<file path="src/rtl/sound_pkg.sv">
// Shared types and helpers for the multi-channel tone synthesiser.
package sound_pkg;

  typedef enum logic {
    IDLE = 1'b0,
    PLAY = 1'b1
  } ch_state_t;

  typedef enum logic {
    MIX_SUM  = 1'b0,
    MIX_PRIO = 1'b1
  } mix_mode_t;

  localparam int unsigned SAT_W = 32;

  // Clamp an unsigned sum to the largest out_w-bit code.
  function automatic logic [SAT_W-1:0] sat_u(input logic [SAT_W-1:0] sum,
                                             input int unsigned      out_w);
    logic [SAT_W-1:0] max_v;
    max_v = (SAT_W'(1) << out_w) - SAT_W'(1);
    return (sum > max_v) ? max_v : sum;
  endfunction

endpackage

</file>
<file path="src/rtl/tone_channel.sv">
// One square-wave voice: IDLE/PLAY FSM with duration and half-period counters.
module tone_channel
  import sound_pkg::*;
#(
  parameter int unsigned DIV_W = 16,
  parameter int unsigned DUR_W = 24
) (
  input  logic             clk,
  input  logic             rst,
  input  logic             trig,
  input  logic [DIV_W-1:0] period,
  input  logic [DUR_W-1:0] duration,
  output logic             busy,
  output logic             level
);

  ch_state_t        state_q, state_d;
  logic [DUR_W-1:0] dur_q, dur_d;
  logic [DIV_W-1:0] ph_q, ph_d;
  logic             level_q, level_d;
  logic             start;

  always_ff @(posedge clk or negedge rst) begin
    if (!rst) begin
      state_q <= IDLE;
      dur_q   <= '0;
      ph_q    <= '0;
      level_q <= 1'b0;
    end else begin
      state_q <= state_d;
      dur_q   <= dur_d;
      ph_q    <= ph_d;
      level_q <= level_d;
    end
  end

  // A valid trigger always reloads, even on the expiry cycle.
  always_comb begin
    state_d = state_q;
    dur_d   = dur_q;
    ph_d    = ph_q;
    level_d = level_q;
    start   = trig && (duration != '0);
    if (start) begin
      state_d = PLAY;
      dur_d   = duration;
      ph_d    = '0;
      level_d = (period != '0);
    end else if (state_q == PLAY) begin
      dur_d = dur_q - DUR_W'(1);
      if (dur_q == DUR_W'(1)) begin
        state_d = IDLE;
        level_d = 1'b0;
        ph_d    = '0;
      end else if (period == '0) begin
        level_d = 1'b0;
        ph_d    = '0;
      end else if (ph_q >= period - DIV_W'(1)) begin
        // >= so a period shortened mid-play wraps at once instead of overflowing
        ph_d    = '0;
        level_d = ~level_q;
      end else begin
        ph_d = ph_q + DIV_W'(1);
      end
    end
  end

  assign busy  = (state_q == PLAY);
  assign level = level_q;

endmodule

</file>
<file path="src/rtl/sound_synth.sv">
// N-channel tone generator with saturating or priority mixer and mute toggle.
module sound_synth
  import sound_pkg::*;
#(
  parameter int unsigned N_CH  = 4,
  parameter int unsigned DAC_W = 8,
  parameter int unsigned DIV_W = 16,
  parameter int unsigned DUR_W = 24,
  parameter int unsigned MODE  = 0
) (
  input  logic                  clk,
  input  logic                  rst,
  input  logic                  button_i,
  input  logic [N_CH-1:0]       trig_i,
  input  logic [N_CH*DIV_W-1:0] period_i,
  input  logic [N_CH*DUR_W-1:0] duration_i,
  input  logic [N_CH*DAC_W-1:0] volume_i,
  output logic [N_CH-1:0]       busy_o,
  output logic                  muted_o,
  output logic [DAC_W-1:0]      soundOut
);

  localparam int unsigned SUM_W = DAC_W + $clog2(N_CH) + 1;
  localparam mix_mode_t   MIX   = (MODE == 0) ? MIX_SUM : MIX_PRIO;

  logic [N_CH-1:0]  level;
  logic             button_q;
  logic [SUM_W-1:0] sum;
  logic [DAC_W-1:0] prio;
  logic             found;
  logic [DAC_W-1:0] sound_d;

  for (genvar c = 0; c < N_CH; c++) begin : g_ch
    tone_channel #(
      .DIV_W(DIV_W),
      .DUR_W(DUR_W)
    ) u_ch (
      .clk     (clk),
      .rst     (rst),
      .trig    (trig_i[c]),
      .period  (period_i[c*DIV_W +: DIV_W]),
      .duration(duration_i[c*DUR_W +: DUR_W]),
      .busy    (busy_o[c]),
      .level   (level[c])
    );
  end

  // Mixer: saturating sum, or lowest-index busy channel gated by its level.
  always_comb begin
    sum   = '0;
    prio  = '0;
    found = 1'b0;
    for (int c = 0; c < N_CH; c++) begin
      if (level[c]) sum = sum + SUM_W'(volume_i[c*DAC_W +: DAC_W]);
      if (!found && busy_o[c]) begin
        found = 1'b1;
        if (level[c]) prio = volume_i[c*DAC_W +: DAC_W];
      end
    end
    if (muted_o)             sound_d = '0;
    else if (MIX == MIX_SUM) sound_d = DAC_W'(sat_u(SAT_W'(sum), DAC_W));
    else                     sound_d = prio;
  end

  always_ff @(posedge clk or negedge rst) begin
    if (!rst) begin
      button_q <= 1'b0;
      muted_o  <= 1'b0;
      soundOut <= '0;
    end else begin
      button_q <= button_i;
      if (button_i && !button_q) muted_o <= ~muted_o;
      soundOut <= sound_d;
    end
  end

endmodule

</file>
<file path="config.mk">
export PLATFORM = sky130hd
export DESIGN_NAME = sound_synth
export DESIGN_NICKNAME = d
export VERILOG_FILES = /design/src/rtl/sound_pkg.sv /design/src/rtl/tone_channel.sv /design/src/rtl/sound_synth.sv
export SDC_FILE = /design/constraint.sdc
export NUM_CORES = 1
export LEC_CHECK = 0
export CORE_MARGIN = 2
export CORE_UTILIZATION = 45
export DETAILED_ROUTE_END_ITERATION = 16
export HOLD_SLACK_MARGIN = 0.05
export PLACE_DENSITY = 0.69
export SYNTH_ARGS = -nofsm -noshare
export SYNTH_HDL_FRONTEND = slang
export SYNTH_HIERARCHICAL = 1
export SYNTH_SLANG_ARGS = --single-unit
</file>
<file path="constraint.sdc">
create_clock -name clk -period 5.42 [get_ports clk]
set_clock_uncertainty 0.05 [all_clocks]
set_input_delay 1.084 -clock clk [delete_from_list [all_inputs] [get_ports clk]]
set_output_delay 1.084 -clock clk [all_outputs]
set_load 0.01 [all_outputs]
</file>
### Word-level counts from Yosys, hierarchy flattened

Cells that the tools add are included.

* register bits: 178
* input port bits: 199
* output and inout bits: 13
* word-level logic and storage cells: 144

* $add $sub $neg: 15
* $lt $le $gt $ge: 5
* equal/unequal tests: 4
* mux-type cells: 66
* bitwise logic cells: 5
* reduce and logical (&&, ||, !) cells: 30

Operators by type and width (count)
* 2-to-1 mux 16 bit: 20
* 2-to-1 mux 24 bit: 8
* equality test 24 x 1 -> 1 bit (second input constant): 4
* nonzero test 24 bit: 4
* subtractor 24 x 1 -> 24 bit (second input constant): 4
* adder 16 x 1 -> 16 bit (second input constant): 4
* >= comparator 16 bit: 4
* zero test 16 bit: 4
* nonzero test 16 bit: 4
* subtractor 16 x 1 -> 16 bit (second input constant): 4
* 2-to-1 mux 1 bit: 32
* 2-to-1 mux 8 bit: 3
* adder 11 x 8 -> 11 bit: 2
* 2-to-1 mux 11 bit: 2
* nonzero test 4 bit: 4
* > comparator 11 x 8 -> 1 bit (second input constant): 1
* adder 8 x 8 -> 9 bit: 1
* 2-to-1 mux 9 bit: 1
* AND reduction 2 bit: 4
* nonzero test 2 bit: 4
* logical AND 1 bit: 5
* inverter 1 bit: 5
* zero test 1 bit: 1

### Logic depth before layout (Yosys ltp)

* word-level depth: 10
* gate-level depth with buffers: 21
* mapped depth without buffers: 21

### Hierarchy

Netlist, hierarchy kept.

By module, submodules not included
* tone_channel (g_ch[1].u_ch ...): times used 2, cells an instance 352, area each 2981.6 µm²
* tone_channel (g_ch[3].u_ch): times used 1, cells an instance 350, area each 3046.7 µm²
* tone_channel (g_ch[0].u_ch): times used 1, cells an instance 331, area each 2964.1 µm²
* sound_synth: times used 1, cells an instance 202, area each 1705.4 µm²

### Worst setup path after synthesis

Ideal clock, no wire load.

* path kind: input to register
* from: input volume_i[0]
* to: register soundOut[7]
* library setup time: 0.078 ns
* arrival time: 5.095 ns
* path slack: 0.197 ns
* stages on the path: 20
* cells stage by stage: and2_2 > ha_1 > fa_1 > or2_1 > a31oi_1 > xnor2_1 > mux2_2 > ha_1 > o21a_1 > o31a_1 > or2_1 > a21oi_1 > xor2_1 > a21oi_1 > ha_1 > o21a_1 > a221o_1 > a311oi_1 > o311ai_0 > a21oi_1

* longest elaborated chain between the ends: 10

RTL lines
* from (decl): RTL line sound_synth.sv:17 `input logic [N_CH*DAC_W-1:0] volume_i,`
* 2-to-1 mux 8 bit *: RTL line sound_synth.sv:54 `if (level[c]) sum = sum + SUM_W'(volume_i[c*DAC_W +: DAC_W]);`
* adder 8 x 8 -> 9 bit: RTL line sound_synth.sv:54
* 2-to-1 mux 9 bit *: RTL line sound_synth.sv:54
* adder 11 x 8 -> 11 bit: RTL line sound_synth.sv:54
* 2-to-1 mux 11 bit *: RTL line sound_synth.sv:54
* adder 11 x 8 -> 11 bit: RTL line sound_synth.sv:54
* 2-to-1 mux 11 bit *: RTL line sound_synth.sv:54
* > comparator 11 x 8 -> 1 bit: RTL line sound_pkg.sv:21 `return (sum > max_v) ? max_v : sum;`
* 2-to-1 mux 8 bit *: RTL line sound_pkg.sv:21
* 2-to-1 mux 8 bit *: RTL line sound_synth.sv:60 `if (muted_o) sound_d = '0;`
* named net sound_d[7]: RTL line sound_synth.sv:31 `logic [DAC_W-1:0] sound_d;`
* to (signal assigned): RTL line sound_synth.sv:73 `soundOut <= sound_d;`
* to (decl): RTL line sound_synth.sv:20 `output logic [DAC_W-1:0] soundOut`

The timed path passes the listed nets; every way through them passes the cells marked *.
A chain may end at the register's enable or synchronous reset.

### Final worst setup path

* from: input volume_i[1]
* to: register soundOut[5]

Same word-level chain as after synthesis.

==> flow_summary_export.csv <==
group,metric,value,unit
run_status,status,"completed",
route,viasPerCell,5.59,
synthesis,yosys.area.top_type,"dfrtp_1",
grt,grt_max_degree,94,
synthesis,ys_top_cells_by_area,"dfrtp_1, ha_1, xnor2_1",
synthesis,synth-seq-cells,178,
setup_path,crit_required,5.67,ns
setup_path,r2r-end,"soundOut[5]",
synthesis,ys_types,87,
final_layout,fin_area,17200,um^2
setup_path,cp_slowest_stage_delay,0.42,ns
setup_path,setup.worst_path.start,"volume_i[1]",
setup_path,cp-endpoint,"soundOut[5]",
cts,cts_max_path_buffers,2,
floorplanning,std_cell_rows,63,
floorplanning,die_w,178,um
floorplanning,core_area,29800,um^2
worst_hold_path,hold_path.class,"reg2reg",
synthesis,synth_top_area_share,32.6,%
setup_path,reg2reg_from,"g_ch[0].u_ch/level",
route,drc,0,
setup_path,cp_slowest_cell,"clkdlybuf4s50_1",
floorplanning,io_pins,212,
timing,max_freq,190,MHz
setup_path,crit_type,"in2reg",
synthesis,synth_fp_nets,1893,
timing,setup_viol,0,
route,drtAntennaViolNets,0,
synthesis,synth-seq-area-share,32.6,%
grt,overflow,0,
placement,placed_cell_area,16500,um^2
route,first_pass_iters,5,
flow_run,max_cap_violations,0,
route,via_count,12500,
cts,postCtsHoldBufs,0,
cts,tritoncts,"yes",
cts,insertion_delay,0.44,ns
cts,root_buffer,"clkbuf_16",
placement,gp_congestion,0.835,
synthesis,synth_ff_type,"dfrtp_1",
placement,placed_cells,2195,
timing,hold_viol,0,
timing,period_minus_slack,5.26,ns
power_and_ir_drop,pwr_density_cell,235,nW/um^2
synthesis,netlist_area,13700,um^2
grt,antenna_found_initial,7,
synthesis,synthCells,1587,
timing,slew_violations,0,
final_layout,syn2layout_area_growth,25.7,%
timing,tightest_slew,0.999,ns
setup_path,crit_fanout,8,
cts,htreeDepth,4,
synthesis,syn_avg_cell_area,8.62,um^2
grt,grt.total_usage,22.5,%
timing,slew_headroom,32.5,%
final_layout,layout-drive-gt1-share,9.28,%
route,routedWlPerCell,15.9,um
power_and_ir_drop,leakagePower,6.86,nW
floorplanning,start_util,45.9,%
final_layout,final_nets,2135,
setup_path,r2r_slack,0.53,ns
route,dr.first_iter.drc_count,764,
floorplanning,dieArea,31800,um^2
placement,portBuffers,211,
setup_path,start_kind,"input pin",
cts,numClockSinks,178,
placement,hpwl,27300,um
cts,cts.clk_slew.worst_paths,0.07,ns
final_layout,final_cells,2235,
grt,grt_pass1_vias,12300,
synthesis,ys.warnings.count,6,
floorplanning,die_y,178,um
grt,grt_pass1_wl,58600,um
synthesis,async_flop_share,100,%
power_and_ir_drop,peakVddDrop,219,uV
setup_path,rr_worst_depth,20,
setup_path,cp_cell_sequence,"clkdlybuf4s50_1 -> nand2_1 -> inv_2 -> fa_2 -> a22o_1 -> buf_4 -> a211o_1 -> a31oi_4 -> xnor2_1 -> a21o_1 -> ha_1 -> a21o_1 -> a31oi_1 -> xnor2_1 -> mux2_2 -> ha_4 -> nand4b_1 -> nor4_1 -> o21ai_1 -> mux2i_4 -> a31oi_1",
synthesis,synth_edf_count,0,
timing,min_period_over_period,97.0,%
setup_path,cp-end-kind,"flop",
cts,cts_buffers,17,
route,totalWireLength,35500,um
setup_path,worstPathArrival,5.51,ns
how the worst min path moves through the flow:
stage / end / cells past startpoint / slack (ns) / startpoint
after floorplan: g_ch[1].u_ch/level / 1 / 0.43 / g_ch[1].u_ch/level
after global routing: muted_o / 2 / 0.50 / button_q
final: muted_o / 2 / 0.47 / button_q
after CTS: muted_o / 2 / 0.47 / button_q
after detailed placement: muted_o / 2 / 0.46 / button_q
after global placement: muted_o / 2 / 0.46 / button_q
critical path, delay by kind of cell:
family | cells | cell delay (ns)
compound gates | 8 | 1.57
fa+ha+maj | 3 | 0.95
xor+xnor | 2 | 0.22
mux | 2 | 0.55
buf+inv | 3 | 0.62
simple gates | 3 | 0.51
power breakdown:
part / internal (mW) / switching (mW) / leakage [nW] / total [mW]
Combinational: 0.638 / 0.553 / 4.41 / 1.19
Sequential: 1.44 / 0.114 / 2.16 / 1.56
Clock: 0.668 / 0.621 / 0.297 / 1.29
cells in the final DEF (no fill, tap or decap), drive strengths merged, types with 12 or more instances in the layout:
cell / count
a21oi: 134
ha: 104
xor2: 49
clkbuf: 17
nor2: 207
nor3: 59
clkdlybuf4s50: 208
nand3: 30
xnor2: 107
a31oi: 16
and2: 13
nand4: 44
inv: 61
o31ai: 32
nor4: 62
buf: 59
and3: 12
mux2: 14
nor2b: 18
dfrtp: 178
o21ai: 53
or3: 17
a22o: 30
nand2b: 25
or4: 22
nand2: 138
a21o: 14
layer usage:
metal  vias to the layer above  part of all wire, %  track usage, %
li1                       6271                    -               -
met1                      5934                   45            29.1
met2                       240                   50            39.3
met3                        48                  4.0            3.26
met4                         8                  1.7            5.83
met5                         -                 0.16               0
cells in the mapped netlist, drive strengths merged, types with 8 or more instances:
master / count
o21ai: 53
nor2: 207
nand4: 44
and3: 12
inv: 52
nor2b: 18
buf: 20
and2: 13
xor2: 49
a31oi: 16
or3: 17
xnor2: 107
or2: 10
a21oi: 134
ha: 104
nor3: 59
nand2b: 25
nor4: 62
o31ai: 32
o311ai: 8
or4: 22
a21o: 14
a22o: 30
mux2: 14
nand3: 30
nor3b: 10
o32ai: 8
nand2: 138
dfrtp: 178
clkbuf: 26
cells by family (layout without fill, tap and decap cells):
kind of cell / count (synthesis) / in the layout / synth area share, %
multiplexers: 17 / 17 / 1.46
other: 0 / 3 / 0
buffers and inverters: 98 / 353 / 3.26
adder cells (fa/ha/maj): 108 / 108 / 10.0
AO/OA/AOI/OAI: 340 / 340 / 16.5
flip-flops: 178 / 178 / 32.6
AND/OR/NAND/NOR: 690 / 690 / 26.2
XOR/XNOR: 156 / 156 / 10.0
area by class of cell:
cell class | instances | area [um^2]
Clock buffer | 17 | 425
Sequential cell | 178 | 4450
Fill cell | 2731 | 12600
Multi-Input combinational cell | 1311 | 8880
Antenna cell | 3 | 7.51
Timing Repair Buffer | 269 | 2550
Inverter | 52 | 195
Tap cell | 390 | 488
Clock inverter | 15 | 186
registers in the layout, indices dropped and copies added (netlist names):
signal	count
g_ch.u_ch/ph_q	64
soundOut	8
button_q	1
g_ch.u_ch/level	4
muted_o	1
g_ch.u_ch/busy	4
g_ch.u_ch/dur_q	96
what timing repair did:
item / in CTS / in global routing
buffers inserted: 1 / 4
endpoints found under the setup margin: 8 / 8
gates resized for setup: 3 / 14
pin swaps: 4 / 18
through the flow:
step                      hold slack (ns)  power (mW)  utilization, %  setup WS, ns  setup TNS [ns]
final                               0.470        4.03            57.7         0.162               0
after global routing                0.496        4.28            57.7       -0.0667          -0.395
after CTS                           0.473        4.04            57.4       -0.0351         -0.0351
after detailed placement            0.461        2.72            55.3        -0.613           -4.57
after global placement              0.456        2.69            55.3        -0.465           -3.46
after floorplan                     0.430        2.19               -         0.197               0
Power figures use the tool's default switching activity.
